===== config.mk =====
export PLATFORM = sky130hd
export DESIGN_NAME = prog_loader_flat
export DESIGN_NICKNAME = d
export VERILOG_FILES = /design/src/rtl/prog_loader_pkg.sv /design/src/rtl/prog_loader_if.sv /design/src/rtl/prog_loader_nibble_packer.sv /design/src/rtl/prog_loader.sv /design/src/flat_wrapper.sv
export SDC_FILE = /design/constraint.sdc
export NUM_CORES = 1
export LEC_CHECK = 0
export BUFFER_PORTS_ARGS = -buffer_cell sky130_fd_sc_hd__buf_2
export CAP_MARGIN = 5
export CORE_MARGIN = 2
export CORE_UTILIZATION = 48
export DETAILED_ROUTE_END_ITERATION = 8
export GPL_TIMING_DRIVEN = 0
export PLACE_DENSITY_LB_ADDON = 0.1
export SETUP_SLACK_MARGIN = 0.2
export SYNTH_ARGS = -nofsm -noshare
export SYNTH_HDL_FRONTEND = slang
export SYNTH_SLANG_ARGS = --single-unit

===== constraint.sdc =====
create_clock -name Clock -period 1.68 [get_ports Clock]
set_input_delay 0.252 -clock Clock [delete_from_list [all_inputs] [get_ports Clock]]
set_output_delay 0.252 -clock Clock [all_outputs]
set_load 0.005 [all_outputs]

===== src/rtl/prog_loader_pkg.sv =====
// rtl/prog_loader_pkg.sv - shared constants and state encoding for the program loader
//
// Purpose : command codes, nibble width and FSM state type shared by the
//           loader top and its nibble packer.
// Ports   : none (package)
package loader_pkg;

   localparam int NIB_W = 4;

   localparam logic [NIB_W-1:0] CMD_RESET_ADDR = 4'h0;
   localparam logic [NIB_W-1:0] CMD_START      = 4'h1;
   localparam logic [NIB_W-1:0] CMD_HALT       = 4'h2;

   typedef enum logic [1:0] {
      IDLE  = 2'd0,
      LOAD  = 2'd1,
      WRITE = 2'd2,
      RUN   = 2'd3
   } state_t;

endpackage


===== src/rtl/prog_loader_if.sv =====
// rtl/prog_loader_if.sv - symbol stream, instr-memory write port and cpu control bundle
//
// Purpose : groups every non-clock signal of the loader.
// Ports   : din/din_valid/din_ready  symbol stream into the loader
//           imem_addr/data/wren      instr-memory write port
//           cpu_resetn/run/done      processor control and Done pulse
//           words_loaded/overflow/instr_count  status
// Modports: master = loader side, slave = environment side.
interface prog_loader_if #(
   parameter int ADDR_W = 5,
   parameter int DATA_W = 16
);

   logic [4:0]        din;
   logic              din_valid;
   logic              din_ready;
   logic [ADDR_W-1:0] imem_addr;
   logic [DATA_W-1:0] imem_data;
   logic              imem_wren;
   logic              cpu_resetn;
   logic              cpu_run;
   logic              cpu_done;
   logic [ADDR_W:0]   words_loaded;
   logic              overflow;
   logic [15:0]       instr_count;

   modport master (
      input  din, din_valid, cpu_done,
      output din_ready, imem_addr, imem_data, imem_wren,
             cpu_resetn, cpu_run, words_loaded, overflow, instr_count
   );

   modport slave (
      output din, din_valid, cpu_done,
      input  din_ready, imem_addr, imem_data, imem_wren,
             cpu_resetn, cpu_run, words_loaded, overflow, instr_count
   );

endinterface


===== src/rtl/prog_loader_nibble_packer.sv =====
// rtl/prog_loader_nibble_packer.sv - MSB-first nibble shift register with word count
//
// Purpose : assembles DATA_W/4 nibbles into one word.
// Ports   : Clock, Resetn  clock, async active-low reset
//           clear          drop any partial word (wins over shift_en)
//           shift_en, nib  shift nib into the low end
//           word           assembled word register
//           word_ready     this shift completes a word (combinational)
module nibble_packer
   import loader_pkg::*;
#(
   parameter int DATA_W = 16
) (
   input  logic              Clock,
   input  logic              Resetn,
   input  logic              clear,
   input  logic              shift_en,
   input  logic [NIB_W-1:0]  nib,
   output logic [DATA_W-1:0] word,
   output logic              word_ready
);

   localparam int NIB_CNT = DATA_W / NIB_W;
   localparam int CNT_W   = (NIB_CNT > 1) ? $clog2(NIB_CNT) : 1;
   localparam logic [CNT_W-1:0] CNT_LAST = CNT_W'(NIB_CNT - 1);

   logic [CNT_W-1:0] cnt;

   assign word_ready = shift_en && (cnt == CNT_LAST);

   always_ff @(posedge Clock or negedge Resetn) begin
      if (!Resetn) begin
         cnt  <= '0;
         word <= '0;
      end else if (clear) begin
         cnt  <= '0;
         word <= '0;
      end else if (shift_en) begin
         word <= {word[DATA_W-NIB_W-1:0], nib};
         // Count returns to zero on the last nibble so IDLE always sees an empty packer.
         cnt  <= (cnt == CNT_LAST) ? '0 : cnt + 1'b1;
      end
   end

endmodule


===== src/rtl/prog_loader.sv =====
// rtl/prog_loader.sv - instr-memory loader: packs nibbles, writes words, controls cpu
//
// Purpose : receives 5-bit symbols (data nibbles or commands), writes packed
//           16-bit words to consecutive instr-memory addresses, then releases
//           the processor and counts its Done pulses.
// Ports   : Clock   single clock, rising edge
//           Resetn  asynchronous active-low reset
//           bus     prog_loader_if.master (stream, imem write, cpu control, status)
module prog_loader
   import loader_pkg::*;
#(
   parameter int ADDR_W = 5,
   parameter int DATA_W = 16
) (
   input  logic          Clock,
   input  logic          Resetn,
   prog_loader_if.master bus
);

   localparam logic [ADDR_W-1:0] ADDR_LAST = {ADDR_W{1'b1}};

   state_t            state;
   logic              din_ready_r;
   logic              wren_r;
   logic [ADDR_W-1:0] addr_r;
   logic [ADDR_W:0]   words_r;
   logic              ovf_r;
   logic              cpu_resetn_r;
   logic              cpu_run_r;
   logic [15:0]       icount_r;

   logic              accept;
   logic              is_cmd;
   logic [NIB_W-1:0]  code;
   logic              known_cmd;
   logic              shift_en;
   logic              clear;
   logic              word_ready;
   logic [DATA_W-1:0] word;

   assign accept    = bus.din_valid && din_ready_r;
   assign is_cmd    = bus.din[4];
   assign code      = bus.din[3:0];
   assign known_cmd = (code == CMD_RESET_ADDR) || (code == CMD_START) || (code == CMD_HALT);

   // Data only assembles outside RUN; every known command leaving LOAD discards the partial word.
   assign shift_en = accept && !is_cmd && ((state == IDLE) || (state == LOAD));
   assign clear    = accept && is_cmd && known_cmd && (state == LOAD);

   nibble_packer #(.DATA_W(DATA_W)) u_packer (
      .Clock      (Clock),
      .Resetn     (Resetn),
      .clear      (clear),
      .shift_en   (shift_en),
      .nib        (code),
      .word       (word),
      .word_ready (word_ready)
   );

   always_ff @(posedge Clock or negedge Resetn) begin
      if (!Resetn) begin
         state        <= IDLE;
         din_ready_r  <= 1'b1;
         wren_r       <= 1'b0;
         addr_r       <= '0;
         words_r      <= '0;
         ovf_r        <= 1'b0;
         cpu_resetn_r <= 1'b0;
         cpu_run_r    <= 1'b0;
         icount_r     <= '0;
      end else begin
         wren_r <= 1'b0;
         unique case (state)
            IDLE: begin
               if (accept) begin
                  if (!is_cmd) begin
                     state <= LOAD;
                  end else if (code == CMD_RESET_ADDR) begin
                     addr_r  <= '0;
                     words_r <= '0;
                     ovf_r   <= 1'b0;
                  end else if (code == CMD_START) begin
                     state        <= RUN;
                     cpu_resetn_r <= 1'b1;
                     cpu_run_r    <= 1'b1;
                     icount_r     <= '0;
                  end
               end
            end
            LOAD: begin
               if (accept) begin
                  if (!is_cmd) begin
                     if (word_ready) begin
                        // The write strobe is registered here so it lines up with the WRITE cycle.
                        state       <= WRITE;
                        din_ready_r <= 1'b0;
                        wren_r      <= !ovf_r;
                     end
                  end else if (code == CMD_RESET_ADDR) begin
                     state   <= IDLE;
                     addr_r  <= '0;
                     words_r <= '0;
                     ovf_r   <= 1'b0;
                  end else if (code == CMD_START) begin
                     state        <= RUN;
                     cpu_resetn_r <= 1'b1;
                     cpu_run_r    <= 1'b1;
                     icount_r     <= '0;
                  end else if (code == CMD_HALT) begin
                     state <= IDLE;
                  end
               end
            end
            WRITE: begin
               state       <= IDLE;
               din_ready_r <= 1'b1;
               if (!ovf_r) begin
                  words_r <= words_r + 1'b1;
                  addr_r  <= addr_r + 1'b1;
                  if (addr_r == ADDR_LAST) begin
                     ovf_r <= 1'b1;
                  end
               end
            end
            RUN: begin
               if (bus.cpu_done) begin
                  icount_r <= icount_r + 1'b1;
               end
               if (accept && is_cmd) begin
                  if (code == CMD_START) begin
                     icount_r <= '0;
                  end else if (code == CMD_HALT) begin
                     state        <= IDLE;
                     cpu_resetn_r <= 1'b0;
                     cpu_run_r    <= 1'b0;
                  end
               end
            end
            default: state <= IDLE;
         endcase
      end
   end

   assign bus.din_ready    = din_ready_r;
   assign bus.imem_wren    = wren_r;
   assign bus.imem_addr    = addr_r;
   assign bus.imem_data    = word;
   assign bus.words_loaded = words_r;
   assign bus.overflow     = ovf_r;
   assign bus.cpu_resetn   = cpu_resetn_r;
   assign bus.cpu_run      = cpu_run_r;
   assign bus.instr_count  = icount_r;

endmodule


===== src/flat_wrapper.sv =====
// flat-port wrapper written by rule: the top's interface ports become plain ports
module prog_loader_flat import loader_pkg::*;
#(
   parameter int ADDR_W = 5,
   parameter int DATA_W = 16
)
  (Clock, Resetn, bus_din, bus_din_valid, bus_cpu_done, bus_din_ready, bus_imem_addr, bus_imem_data, bus_imem_wren, bus_cpu_resetn, bus_cpu_run, bus_words_loaded, bus_overflow, bus_instr_count);
  prog_loader_if #(.ADDR_W(ADDR_W), .DATA_W(DATA_W)) bus_i ();
  input  logic Clock;
  input  logic Resetn;
  input wire logic [$bits(bus_i.din)-1:0] bus_din;
  input wire logic [$bits(bus_i.din_valid)-1:0] bus_din_valid;
  input wire logic [$bits(bus_i.cpu_done)-1:0] bus_cpu_done;
  output wire logic [$bits(bus_i.din_ready)-1:0] bus_din_ready;
  output wire logic [$bits(bus_i.imem_addr)-1:0] bus_imem_addr;
  output wire logic [$bits(bus_i.imem_data)-1:0] bus_imem_data;
  output wire logic [$bits(bus_i.imem_wren)-1:0] bus_imem_wren;
  output wire logic [$bits(bus_i.cpu_resetn)-1:0] bus_cpu_resetn;
  output wire logic [$bits(bus_i.cpu_run)-1:0] bus_cpu_run;
  output wire logic [$bits(bus_i.words_loaded)-1:0] bus_words_loaded;
  output wire logic [$bits(bus_i.overflow)-1:0] bus_overflow;
  output wire logic [$bits(bus_i.instr_count)-1:0] bus_instr_count;
  assign bus_i.din = bus_din;
  assign bus_i.din_valid = bus_din_valid;
  assign bus_i.cpu_done = bus_cpu_done;
  assign bus_din_ready = bus_i.din_ready;
  assign bus_imem_addr = bus_i.imem_addr;
  assign bus_imem_data = bus_i.imem_data;
  assign bus_imem_wren = bus_i.imem_wren;
  assign bus_cpu_resetn = bus_i.cpu_resetn;
  assign bus_cpu_run = bus_i.cpu_run;
  assign bus_words_loaded = bus_i.words_loaded;
  assign bus_overflow = bus_i.overflow;
  assign bus_instr_count = bus_i.instr_count;
  prog_loader #(.ADDR_W(ADDR_W), .DATA_W(DATA_W)) u_core (.Clock(Clock), .Resetn(Resetn), .bus(bus_i));
endmodule

==> run_results.csv <==
group,metric,value,unit
status,status,"finished with violations",
status,violations,"negative setup slack",
logic_synthesis,yosys_warnings,0,
floorplan,die_w,76.5,microns
power_and_ir_drop,ir_drop,0.679,mV
route,drtIter0Drc,146,
placement,hpwl,4110,microns
global_route,grt_max_degree,52,
global_route,grt-ovfl-total,0,
finish,fin_area,3560,sq um
floorplan,core-area,5070,sq um
finish,fin_nets,387,
critical_path,critPathRequiredTime,1.92,ns
sta,rsz0062_at_grt,"true",
finish,syn2layout_area_growth,41.2,%
global_route,grt_pass1_wl,11700,microns
cts,clock-sinks,51,
logic_synthesis,synth.ff_latch_count,51,
logic_synthesis,synth_nets,299,
critical_path,ff2ff_path_depth,8,
route,drt-total-wl,6810,microns
logic_synthesis,synth_edf_count,0,
cts,numCtsBuffers,5,
placement,gp_congestion,0.856,
sta,drv_slew,0,
cts,cts_tree,"built",
finish,drive_gt1_share,40.9,%
logic_synthesis,syn_area_per_cell,8.85,sq um
placement,placed_area,2930,sq um
cts,clock_path_buffers,2,
sta,tightest_slew,0.682,ns
sta,max_freq,542,MHz
floorplan,die_area,5850,sq um
sta,hold_violations,0,
placement,dp.cells,410,
logic_synthesis,ys_async_sr_fraction,100,%
route,drc,0,
logic_synthesis,synth_area_leaders,"dfrtp_1, nand2_1, a21oi_1, o21ai_0, or3_1",
critical_path,critPathMaxFanout,8,
logic_synthesis,synth_area,2520,sq um
cts,clk_pin_slew,0.10,ns
power_and_ir_drop,p_per_area,1310,nW/um^2
critical_path,end_kind,"register",
sta,period_needed,1.85,ns
logic_synthesis,ys_seq_area_share,50.6,%
global_route,grt_antenna_before_repair,0,
run,maxCapViolations,0,
sta,fin_crit_sh,110,%
critical_path,reg2reg_from,"u_core.state[1]",
route,firstDrtPassIters,4,
floorplan,fp-row-count,26,
sta,relSlewSlack,54.1,%
critical_path,path_class,"register to register",
power_and_ir_drop,p_leak,1.62,nW
worst_hold_path,hp-start,"bus_din[0]",
sta,clock-skew-final,0.00688,ns
sta,tns,-2.85,ns
finish,num_antenna_cells,0,
cts,insertion_delay,0.30,ns
logic_synthesis,synth.top_cell.area_share,49.6,%
route,post_drt_wl_per_cell,15.3,microns
sta,fin_ws,-0.167,ns
sta,setup_viol_count_final,39,
global_route,grt_use_total,24.3,%
placement,numPortBuffers,55,
logic_synthesis,synthMostInstantiatedCell,"nand2_1",
finish,final_core_util,70.2,%
critical_path,arrival,2.09,ns
logic_synthesis,yosysUniqueCellTypes,38,
route,vias,2530,
finish,n_fill_cell,422,
floorplan,die_h,76.5,microns
worst_hold_path,hold_path.class,"input port to register",
critical_path,crit_path_start_kind,"register",
cts,cts-root-buf,"clkbuf_8",
route,avgViaCountPerCell,5.70,
critical_path,crit_start,"u_core.state[1]",
logic_synthesis,yosysTopAreaCell,"dfrtp_1",
logic_synthesis,synth_common_cells,"nand2_1, dfrtp_1, a21oi_1",
cts,htreeDepth,2,
worst_hold_path,holdPathStages,3,
finish,finalNonFillerCells,444,
floorplan,initial_core_util,49.7,%
logic_synthesis,ys.flop_type,"dfrtp_1",
logic_synthesis,synthCells,285,
global_route,grt_pass1_vias,2490,
floorplan,ios,57,
power_and_ir_drop,total_power,4.67,mW
route,drtAntennaViolNets,0,
state kept, by name, indices dropped and copies added, names as in the netlist:
signal	cells
u_core.bus.imem_wren	1
u_core.u_packer.word	16
u_core.bus.din_ready	1
u_core.bus.overflow	1
u_core.u_packer.cnt	2
u_core.bus.cpu_resetn	1
u_core.state	2
u_core.bus.imem_addr	5
u_core.bus.instr_count	16
u_core.bus.words_loaded	6
cells by family (layout without fill, tap and decap cells):
family	after synthesis	after routing	share of synthesized area (%)
AND/OR/NAND/NOR	125	125	25.3
AO/OA/AOI/OAI	80	80	17.3
flip-flops	51	51	50.6
buffers and inverters	23	112	3.92
adder cells (fa/ha/maj)	5	5	2.48
multiplexers	1	1	0.397
critical path, cell delays in order, from the launching register on:
cell	delay [ns]
dfrtp_1	0.40
clkbuf_8	0.14
buf_4	0.13
buf_12	0.12
and4b_1	0.26
a22oi_2	0.08
clkbuf_8	0.20
or3_1	0.33
a21oi_2	0.12
final cells by class:
type / count / area (sq um) / share of cell area [%]
clock inverters: 2 / 35.0 / 0.983
plain buffers: 17 / 168 / 4.71
well taps: 70 / 87.6 / 2.46
inverters: 6 / 22.5 / 0.632
repair buffers: 81 / 524 / 14.7
flip-flops and latches: 51 / 1280 / 35.9
clock buffers: 6 / 82.6 / 2.32
multi-input cells: 211 / 1360 / 38.3
final timing paths:
check | to | slack (ns)
min | u_core.u_packer.word[0] | 0.22
min in group asynchronous | u_core.bus.instr_count[14] | 0.38
max reg2reg | u_core.bus.imem_addr[2] | -0.17
max in group asynchronous | u_core.bus.din_ready | 0.72
min reg2reg | u_core.bus.imem_wren | 0.49
max | u_core.bus.imem_addr[2] | -0.17
layer usage:
layer	global-route usage (%)	share of wire (%)
met2	41.0	51
met4	8.91	1.5
met5	0	0
met1	31.3	42
met3	4.27	5.5
through the flow:
stage | hold WS [ns] | setup WS [ns]
2_1_floorplan | -0.0436 | -0.182
3_3_place_gp | 0.484 | -0.665
3_5_place_dp | 0.484 | -0.676
4_1_cts | 0.203 | -0.172
5_1_grt | 0.228 | -0.267
6_report | 0.218 | -0.167
report_power, final:
group / leakage, nW / internal, mW / switching [mW]
Combinational: 0.886 / 0.960 / 0.854
Sequential: 0.674 / 1.59 / 0.369
Clock: 0.0612 / 0.483 / 0.420
Total: 1.62 / 3.03 / 1.64
timing repair:
item | in CTS | in global routing
setup buffers | 15 | 5
hold buffers | 0 | 1
endpoints found under the hold margin | 0 | 13
setup endpoints to repair | 47 | 49
gates resized for setup | 49 | 48
gates cloned | 4 | 0
pin swaps | 19 | 10
placed cells by master, fill, tap and decap left out, types with 2 or more instances in the layout:
cell	count
buf_6	7
buf_2	56
nor3_4	2
inv_1	6
or3_4	4
o21ai_2	6
nand2_4	2
clkbuf_8	12
o21ai_1	9
nand2_2	5
or4_4	3
or3_1	12
o211ai_1	2
nand3_1	10
clkbuf_4	2
ha_1	4
buf_4	19
o31ai_1	6
and3_1	4
nor2_1	5
and3_4	2
or4_1	4
a21oi_1	32
dfrtp_1	49
buf_8	2
nand3b_1	2
o21ai_0	8
or2_2	2
nand2_1	51
nand3_2	3
a21oi_2	11
buf_12	2
or4b_4	2
nand4_1	2
nor3_1	2
Note: power is estimated with default switching activity, not from simulation.
